### src/rtl/llc_input_scheduler_pkg.sv
// Shared LLC scheduler types: set/tag widths, state encoding and one-hot source slots.
// Slot order is also the arbitration priority, with index 0 the highest.
package llc_input_scheduler_pkg;

    localparam int LLC_SET_BITS = 8;
    localparam int LLC_TAG_BITS = 16;

    typedef logic [LLC_SET_BITS-1:0] llc_set_t;
    typedef logic [LLC_TAG_BITS-1:0] llc_tag_t;

    typedef enum logic [1:0] {
        ST_ARB   = 2'd0,
        ST_ISSUE = 2'd1,
        ST_PROC  = 2'd2
    } llc_sched_state_t;

    localparam int N_SRC         = 7;
    localparam int SRC_RST       = 0;
    localparam int SRC_FLUSH     = 1;
    localparam int SRC_RSP       = 2;
    localparam int SRC_REQ       = 3;
    localparam int SRC_DMA_READ  = 4;
    localparam int SRC_DMA_WRITE = 5;
    localparam int SRC_DMA_REQ   = 6;

endpackage

### src/rtl/llc_input_scheduler_prio_enc.sv
// Fixed-priority one-hot encoder: lowest set request index wins.
// Purely combinational, zero latency, no flow control.
module llc_sched_prio_enc
    import llc_input_scheduler_pkg::*;
(
    input  logic [N_SRC-1:0] req_i,
    output logic [N_SRC-1:0] gnt_o
);

    always_comb begin
        gnt_o = '0;
        for (int i = N_SRC - 1; i >= 0; i--) begin
            if (req_i[i]) begin
                gnt_o    = '0;
                gnt_o[i] = 1'b1;
            end
        end
    end

endmodule

### src/rtl/llc_input_scheduler.sv
// LLC set-read front-end sequencer: ARB -> ISSUE (1 cycle, selects + ready) -> PROC until process_done.
// Three cycles minimum per transaction; inputs are popped only by the one-cycle ready in ISSUE.
module llc_input_scheduler
    import llc_input_scheduler_pkg::*;
#(
    parameter int SET_BITS = LLC_SET_BITS,
    parameter int TAG_BITS = LLC_TAG_BITS
) (
    input  logic                clk,
    input  logic                rst,
    input  logic                rsp_in_valid,
    input  logic                req_in_valid,
    input  logic                dma_req_in_valid,
    output logic                rsp_in_ready,
    output logic                req_in_ready,
    output logic                dma_req_in_ready,
    input  logic                rst_req,
    input  logic                flush_req,
    input  logic                incr_rst_flush_stalled_set,
    input  logic                clr_rst_stall,
    input  logic                clr_flush_stall,
    input  logic                clr_req_stall,
    input  logic                req_stall_set,
    input  logic [TAG_BITS-1:0] req_stall_tag,
    input  logic [SET_BITS-1:0] req_stall_idx,
    input  logic                dma_read_stall_set,
    input  logic                dma_write_stall_set,
    input  logic                dma_done,
    input  logic                process_done,
    output logic                is_rsp_to_get,
    output logic                is_req_to_get,
    output logic                is_dma_req_to_get,
    output logic                is_dma_read_to_resume,
    output logic                is_dma_write_to_resume,
    output logic                is_flush_to_resume,
    output logic                is_rst_to_resume,
    output logic                rd_set_en,
    output logic [SET_BITS-1:0] rst_flush_stalled_set,
    output logic [TAG_BITS-1:0] req_in_stalled_tag,
    output logic [SET_BITS-1:0] req_in_stalled_set,
    output logic                req_stall,
    output logic                rst_stall,
    output logic                flush_stall,
    output logic                dma_read_pending,
    output logic                dma_write_pending,
    output logic                busy
);

    llc_sched_state_t    state_q;
    logic [N_SRC-1:0]    sel_q, elig, gnt;
    logic                rd_set_en_q;

    logic                rst_stall_q, rst_stall_d, flush_stall_q, flush_stall_d;
    logic [SET_BITS-1:0] walk_set_q, walk_set_d;
    logic                req_stall_q, req_stall_d;
    logic [TAG_BITS-1:0] stall_tag_q, stall_tag_d;
    logic [SET_BITS-1:0] stall_set_q, stall_set_d;
    logic                dma_rd_q, dma_rd_d, dma_wr_q, dma_wr_d;

    logic in_issue, in_proc, walk_active;

    assign in_issue    = (state_q == ST_ISSUE);
    assign in_proc     = (state_q == ST_PROC);
    assign walk_active = rst_stall_q | flush_stall_q;

    // A running walk locks out everything except its own resume.
    always_comb begin
        elig                = '0;
        elig[SRC_RST]       = rst_stall_q;
        elig[SRC_FLUSH]     = flush_stall_q;
        elig[SRC_RSP]       = rsp_in_valid & ~walk_active;
        elig[SRC_REQ]       = req_in_valid & ~req_stall_q & ~walk_active;
        elig[SRC_DMA_READ]  = dma_rd_q & ~walk_active;
        elig[SRC_DMA_WRITE] = dma_wr_q & ~walk_active;
        elig[SRC_DMA_REQ]   = dma_req_in_valid & ~dma_rd_q & ~dma_wr_q & ~walk_active;
    end

    llc_sched_prio_enc u_prio_enc (
        .req_i (elig),
        .gnt_o (gnt)
    );

    always_ff @(posedge clk or negedge rst) begin
        if (!rst) begin
            state_q     <= ST_ARB;
            sel_q       <= '0;
            rd_set_en_q <= 1'b0;
        end else begin
            case (state_q)
                ST_ARB: begin
                    if (|gnt) begin
                        sel_q       <= gnt;
                        rd_set_en_q <= 1'b1;
                        state_q     <= ST_ISSUE;
                    end
                end
                ST_ISSUE: begin
                    sel_q       <= '0;
                    rd_set_en_q <= 1'b0;
                    state_q     <= ST_PROC;
                end
                ST_PROC: begin
                    if (process_done) state_q <= ST_ARB;
                end
                default: begin
                    sel_q       <= '0;
                    rd_set_en_q <= 1'b0;
                    state_q     <= ST_ARB;
                end
            endcase
        end
    end

    // Clear beats a same-cycle increment; a new walk starts only from idle, rst over flush.
    always_comb begin
        rst_stall_d   = rst_stall_q;
        flush_stall_d = flush_stall_q;
        walk_set_d    = walk_set_q;
        if (in_issue && incr_rst_flush_stalled_set)
            walk_set_d = walk_set_q + {{(SET_BITS-1){1'b0}}, 1'b1};
        if (in_issue && (clr_rst_stall || clr_flush_stall)) begin
            rst_stall_d   = 1'b0;
            flush_stall_d = 1'b0;
            walk_set_d    = '0;
        end
        if (!walk_active && rst_req) begin
            rst_stall_d = 1'b1;
            walk_set_d  = '0;
        end else if (!walk_active && flush_req) begin
            flush_stall_d = 1'b1;
            walk_set_d    = '0;
        end
    end

    always_comb begin
        req_stall_d = req_stall_q;
        stall_tag_d = stall_tag_q;
        stall_set_d = stall_set_q;
        dma_rd_d    = dma_rd_q;
        dma_wr_d    = dma_wr_q;
        if (in_issue && clr_req_stall) req_stall_d = 1'b0;
        if (in_proc && req_stall_set) begin
            req_stall_d = 1'b1;
            stall_tag_d = req_stall_tag;
            stall_set_d = req_stall_idx;
        end
        if (in_proc) begin
            if (dma_read_stall_set)  dma_rd_d = 1'b1;
            if (dma_write_stall_set) dma_wr_d = 1'b1;
            if (dma_done) begin
                dma_rd_d = 1'b0;
                dma_wr_d = 1'b0;
            end
        end
    end

    always_ff @(posedge clk or negedge rst) begin
        if (!rst) begin
            rst_stall_q   <= 1'b0;
            flush_stall_q <= 1'b0;
            walk_set_q    <= '0;
            req_stall_q   <= 1'b0;
            stall_tag_q   <= '0;
            stall_set_q   <= '0;
            dma_rd_q      <= 1'b0;
            dma_wr_q      <= 1'b0;
        end else begin
            rst_stall_q   <= rst_stall_d;
            flush_stall_q <= flush_stall_d;
            walk_set_q    <= walk_set_d;
            req_stall_q   <= req_stall_d;
            stall_tag_q   <= stall_tag_d;
            stall_set_q   <= stall_set_d;
            dma_rd_q      <= dma_rd_d;
            dma_wr_q      <= dma_wr_d;
        end
    end

    assign is_rst_to_resume       = sel_q[SRC_RST];
    assign is_flush_to_resume     = sel_q[SRC_FLUSH];
    assign is_rsp_to_get          = sel_q[SRC_RSP];
    assign is_req_to_get          = sel_q[SRC_REQ];
    assign is_dma_read_to_resume  = sel_q[SRC_DMA_READ];
    assign is_dma_write_to_resume = sel_q[SRC_DMA_WRITE];
    assign is_dma_req_to_get      = sel_q[SRC_DMA_REQ];
    assign rsp_in_ready           = sel_q[SRC_RSP];
    assign req_in_ready           = sel_q[SRC_REQ];
    assign dma_req_in_ready       = sel_q[SRC_DMA_REQ];
    assign rd_set_en              = rd_set_en_q;
    assign rst_flush_stalled_set  = walk_set_q;
    assign req_in_stalled_tag     = stall_tag_q;
    assign req_in_stalled_set     = stall_set_q;
    assign req_stall              = req_stall_q;
    assign rst_stall              = rst_stall_q;
    assign flush_stall            = flush_stall_q;
    assign dma_read_pending       = dma_rd_q;
    assign dma_write_pending      = dma_wr_q;
    assign busy                   = (state_q != ST_ARB);

endmodule

### config.mk
export PLATFORM = sky130hd
export DESIGN_NAME = llc_input_scheduler
export DESIGN_NICKNAME = d
export VERILOG_FILES = /design/src/rtl/llc_input_scheduler_pkg.sv /design/src/rtl/llc_input_scheduler_prio_enc.sv /design/src/rtl/llc_input_scheduler.sv
export SDC_FILE = /design/constraint.sdc
export NUM_CORES = 1
export LEC_CHECK = 0
export ABC_AREA = 0
export CAP_MARGIN = 20
export CORE_MARGIN = 2
export CORE_UTILIZATION = 41
export DETAILED_ROUTE_END_ITERATION = 6
export GPL_ROUTABILITY_DRIVEN = 1
export PLACE_DENSITY = 0.89
export SYNTH_ARGS = -nofsm -noshare
export SYNTH_HDL_FRONTEND = slang
export SYNTH_SLANG_ARGS = --single-unit
### constraint.sdc
create_clock -name clk -period 1.9 [get_ports clk]
set_input_delay 0.19 -clock clk [delete_from_list [all_inputs] [get_ports clk]]
set_output_delay 0.19 -clock clk [all_outputs]
set_load 0.01 [all_outputs]
# Yosys cells after proc, flatten, opt, wreduce, memory -nomap -nowiden
# Index checks and enable logic that the tools add are counted.
# classes
add_sub_neg,1
muxes,29
bitwise_logic,14
n_reduce_logical,20
eq_ne,4
# ops
cell,n
$mux W7,8
$mux W8,4
$pmux W7 S2,1
$mux W1,12
$reduce_bool A2 Y1,5
$add A8 B1 Y8 const B,1
$and A1 B1 Y1,8
$reduce_and A2 Y1,4
$reduce_or A7 Y1,1
$logic_and A1 B1 Y1,6
$pmux W2 S3,1
$not A1 Y1,5
$mux W2,2
$ne A2 B2 Y1 const B,2
$reduce_bool A4 Y1,1
$eq A2 B1 Y1 const B,1
$eq A2 B2 Y1 const B,1
$logic_not A2 Y1,1
$pmux W1 S2,1
$logic_not A1 Y1,1
$logic_or A1 B1 Y1,1
$or A1 B1 Y1,1
# totals
elab_cells,79
output_inout_bits,49
in_bits,40
regBits,47

# Depth between registers and ports, before layout
# depth
ltp_word,14
mapped_depth,4
depth_no_buf,4

# Hierarchy
# Synthesis repeated with hierarchy kept, for this count alone.
# hier_totals
cells_unflattened,162
hier_area_um2,2075.7
# modules_own_cells
mod,cells_each,instances,area_per_inst_um2,seq_area_each_um2
llc_input_scheduler,153,1,2001.9,1176.1
llc_sched_prio_enc,9,1,73.8,0.0

# Least setup slack after synthesis
# OpenSTA, ideal clock, no wires.
# synth_timing
kind,register to register
from,register state_q[0]
to,"register stall_set_q[0], in the netlist req_in_stalled_set[0]"
arrival_ps,1296
path_stages_with_launch,5
setup_time_ps,127
synth_period_minus_slack_ps,1424
required_time_ps,1773
path_slack_ps,476
n_path_buf,1
path_cell_list,dfrtp_1 and2b_2 nand2_2 buf_6 mux2_1
# synth_between
elab_chain_cells,2
# synth_rtl
item,line_no,source
start: declaration,llc_input_scheduler.sv:49,llc_sched_state_t state_q;
start signal: assignment,llc_input_scheduler.sv:85,state_q <= ST_ARB;
start signal: assignment,llc_input_scheduler.sv:94,state_q <= ST_ISSUE;
start signal: assignment,llc_input_scheduler.sv:100,state_q <= ST_PROC;
$eq A2 B2 Y1,llc_input_scheduler.sv:63,assign in_proc = (state_q == ST_PROC);
$logic_and A1 B1 Y1,llc_input_scheduler.sv:142,if (in_proc && req_stall_set) begin
end signal: assignment,llc_input_scheduler.sv:173,stall_set_q <= stall_set_d;
end: declaration,llc_input_scheduler.sv:57,"logic [SET_BITS-1:0] stall_set_q, stall_set_d;"
# Every way passes these cells.
# A chain may end at the register's enable or synchronous reset.

# Worst setup path in the final report
# layout_timing
from,register state_q[1]
to,output busy
# layout_between
elab_chain_cells,1
# layout_rtl
item,line_no,source
$reduce_bool A2 Y1,llc_input_scheduler.sv:198,assign busy = (state_q != ST_ARB);
end: declaration,llc_input_scheduler.sv:46,output logic busy
# Every way passes these cells.

==> qor_table.md <==
| Result | This run | Unit |
|:---|:---|:---|
| Residual antenna-violating net count after detailed routing | 0 | - |
| Drt total wl | 4390 | um |
| Element type at the critical path start | flop | - |
| Ratio of cells with drive above 1 in the final layout | 7.00 | % |
| Synthesized netlist net count | 203 | - |
| Buffer count from post-CTS setup fixing | 0 | - |
| Floorplan die width | 74.0 | um |
| Final worst slack | 0.129 | ns |
| Worst Path Arrival | 1.58 | ns |
| Fill cell instance count of the final layout | 369 | - |
| Endpoint kind of the worst setup timing path | output pin | - |
| Most instantiated library cell after synthesis | sky130_fd_sc_hd__dfrtp_1 | - |
| Final setup TNS | 0 | ns |
| Clock slew seen by the registers of the worst setup and hold paths | 0.08 | ns |
| Sinks on Clock Net | 47 | - |
| Fmax achieved | 565 | MHz |
| Critical-path cell with the highest stage delay | sky130_fd_sc_hd__clkdlybuf4s50_1 | - |
| Final critical-path share of the clock period | 93.2 | % |
| Buffer depth of the longest clock path | 2 | - |
| Area leader, netlist | sky130_fd_sc_hd__dfrtp_1 | - |
| Worst ir drop on vdd | 0.710 | mV |
| Max Transition Viols Final | 0 | - |
| Data required time of the critical path | 1.71 | ns |
| Largest fanout of any net on the critical path | 9 | - |
| Most frequently used flop master after synthesis | sky130_fd_sc_hd__dfrtp_1 | - |
| RD Place Congestion | 0.746 | - |
| Shortest period the worst path allows | 1.77 | ns |
| Total routing resource utilization after global routing | 16.8 | % |
| Initial antenna violation count | 0 | - |
| CTS tree | yes | - |
| Register-to-register setup slack | 0.23 | ns |
| Cell row count | 25 | - |
| Final net count | 297 | - |
| Core box area | 4720 | um2 |
| Number of standard cells after synthesis | 162 | - |
| Top cell types by occurrence after synthesis | 47 x sky130_fd_sc_hd__dfrtp_1, 24 x sky130_fd_sc_hd__mux2_1, 9 x sky130_fd_sc_hd__a21oi_1, 9 x sky130_fd_sc_hd__inv_1, 9 x sky130_fd_sc_hd__o21ai_0 | - |
| Detail-routed net length per standard cell | 13.5 | um |
| Wire length of the first global-routing pass | 6980 | um |
| CTS H-tree lvls | 2 | - |
| Sum of buffers and inverters on the critical path | 2 | - |
| Area share of the largest cell type after synthesis | 58.5 | % |
| Dpl ws | 0.153 | ns |
| Synthesized area | 2010 | um2 |
| Status | finished clean | - |
| Actual slew at the worst max-slew pin | 0.663 | ns |
| Layout Skew | 0.00644 | ns |
| Share of async-settable or async-resettable flops after synthesis | 100 | % |
| Count of routing violations after the opening detailed-route iteration | 26 | - |
| Relative slew margins | 55.6 | % |
| Total grt overflow | 0 | - |
| Cell count after placement | 315 | - |
| Distinct cells, synth | 37 | - |
| Pwr/cell area | 1380 | nW/um2 |
| Via count | 1592 | - |
| Critical Path Max Stage Delay | 0.56 | ns |
| Syn. warnings | 0 | - |
| Number of global-route vias before repair | 1570 | - |
| Setup Viol. Count Final | 0 | - |
| Layout Area Growth over Synthesis | 53.0 | % |
| Initial Util | 42.5 | % |
| Number of hold-slack violations in the final timing report | 0 | - |
| Unrepaired setup endpoints after global routing | no | - |
| Antenna cell count | 0 | - |
| Number of maximum-capacitance constraint violations | 0 | - |
| Final core utilization | 65.1 | % |
| Number of synthesized flops with an enable pin | 0 | - |
| Register area share after synthesis | 58.5 | % |
| Synth area leaders | sky130_fd_sc_hd__dfrtp_1 59%, sky130_fd_sc_hd__mux2_1 13%, sky130_fd_sc_hd__a21oi_1 2.2% | - |
| I/O Buffers | 88 | - |
| Hpwl dp | 3360 | um |
| Pin count of the biggest net entering global routing | 48 | - |
| Clock tree root driver cell | sky130_fd_sc_hd__clkbuf_8 | - |
| Hold Slack | 0.471 | ns |
| Number of vias per cell | 4.91 | - |
| Final Instance Count excl. Fillers | 324 | - |
| Die area | 5480 | um2 |
| Remaining DRCs | 0 | - |
| 1st-pass router iterations | 4 | - |
| Clock insertion delay at the later pin of the skew report | 0.29 | ns |
| Die outline height | 74.0 | um |
| Cell leakage power | 0.00127 | uW |
| Syn avg cell area | 12.4 | um2 |
| Crit-path cells | nor2_1 > inv_1 > clkdlybuf4s50_1 | - |
| Delay-heaviest family, CP | buffers and inverters | - |
| Type of the worst min-delay path | in -> reg | - |
| Classification of the worst setup path | reg -> out | - |
| Clock buffer count from CTS | 5 | - |
| #FFs+latches synth | 47 | - |
| Boundary pin count | 89 | - |
-- per-layer routing --
metal,vias to the layer above,wire (um),global-route usage (%)
met2,64,2190,29.5
met5,-,0,0
met3,8,331,5.56
met1,755,1810,19.1
met4,0,65,6.26
li1,765,-,-
-- power by group --
group          switching [uW]  internal (uW)
logic                     769           1140
registers                 290           1390
clock network             311            332
-- layout make-up --
class | instances | area (um2) | area share (%)
Tap cell | 67 | 83.8 | 2.73
Clock buffer | 8 | 100 | 3.26
Inverter | 9 | 33.8 | 1.10
Timing Repair Buffer | 93 | 928 | 30.2
Sequential cell | 47 | 1180 | 38.3
Multi-Input combinational cell | 100 | 751 | 24.4
-- kinds of logic (layout without fill, tap and decap cells) --
group,Yosys count,after routing,share of synthesized area (%)
compound gates,31,31,9.78
mux,26,26,14.4
simple gates,40,40,11.6
buf+inv,15,110,4.11
flops,47,47,58.5
fa+ha+maj,1,1,0.623
xor+xnor,2,2,0.872
-- cell usage in the layout (no fill, tap or decap), types with 2 or more instances in the layout --
master and instances:
sky130_fd_sc_hd__mux2_1 24, sky130_fd_sc_hd__or3_1 3, sky130_fd_sc_hd__a31oi_1 2, sky130_fd_sc_hd__a21oi_1 9
sky130_fd_sc_hd__xor2_1 2, sky130_fd_sc_hd__inv_1 9, sky130_fd_sc_hd__mux2i_1 2, sky130_fd_sc_hd__nand2b_1 6
sky130_fd_sc_hd__buf_4 3, sky130_fd_sc_hd__nand2_1 6, sky130_fd_sc_hd__o221ai_1 2, sky130_fd_sc_hd__dfrtp_1 46
sky130_fd_sc_hd__clkbuf_8 7, sky130_fd_sc_hd__nor2_1 8, sky130_fd_sc_hd__clkdlybuf4s50_1 87, sky130_fd_sc_hd__nor4_1 2
sky130_fd_sc_hd__o21ai_0 9, sky130_fd_sc_hd__o32ai_1 3, sky130_fd_sc_hd__nand3b_1 2, sky130_fd_sc_hd__nand3_1 3
-- worst paths after layout --
| kind | startpoint | depth (start not counted) | endpoint |
|---|---|---|---|
| worst max-delay path | state_q[1] | 3 | busy |
| worst min-delay path | dma_done | 2 | dma_read_pending |
| worst max register to register | state_q[0] | 4 | sel_q[6] |
| worst min register to register | req_in_stalled_tag[10] | 1 | req_in_stalled_tag[10] |
| max in group asynchronous | rst | 3 | state_q[0] |
| min in group asynchronous | rst | 3 | sel_q[6] |
-- sequential cells by signal, summed over array words and instances (netlist names) --
signal and cells:
rst_flush_stalled_set 8, rd_set_en 1, dma_read_pending 1, req_in_stalled_tag 16, state_q 2, req_stall 1
sel_q 7, rst_stall 1, flush_stall 1, req_in_stalled_set 8, dma_write_pending 1
-- through the flow --
step / power (uW) / cell area (um2)
2_1_floorplan: 2530 / 2010
3_3_place_gp: 3560 / 2960
3_5_place_dp: 3640 / 2960
4_1_cts: 4280 / 3070
5_1_grt: 4520 / 3070
6_report: 4230 / 3070
-- what timing repair did --
action                                  4_1_cts  5_1_grt
hold endpoints to repair                      8        0
endpoints found under the setup margin        0        1
hold buffers                                  1        0
gates resized for setup                       0        1
Note: power is estimated with default switching activity, not from simulation.
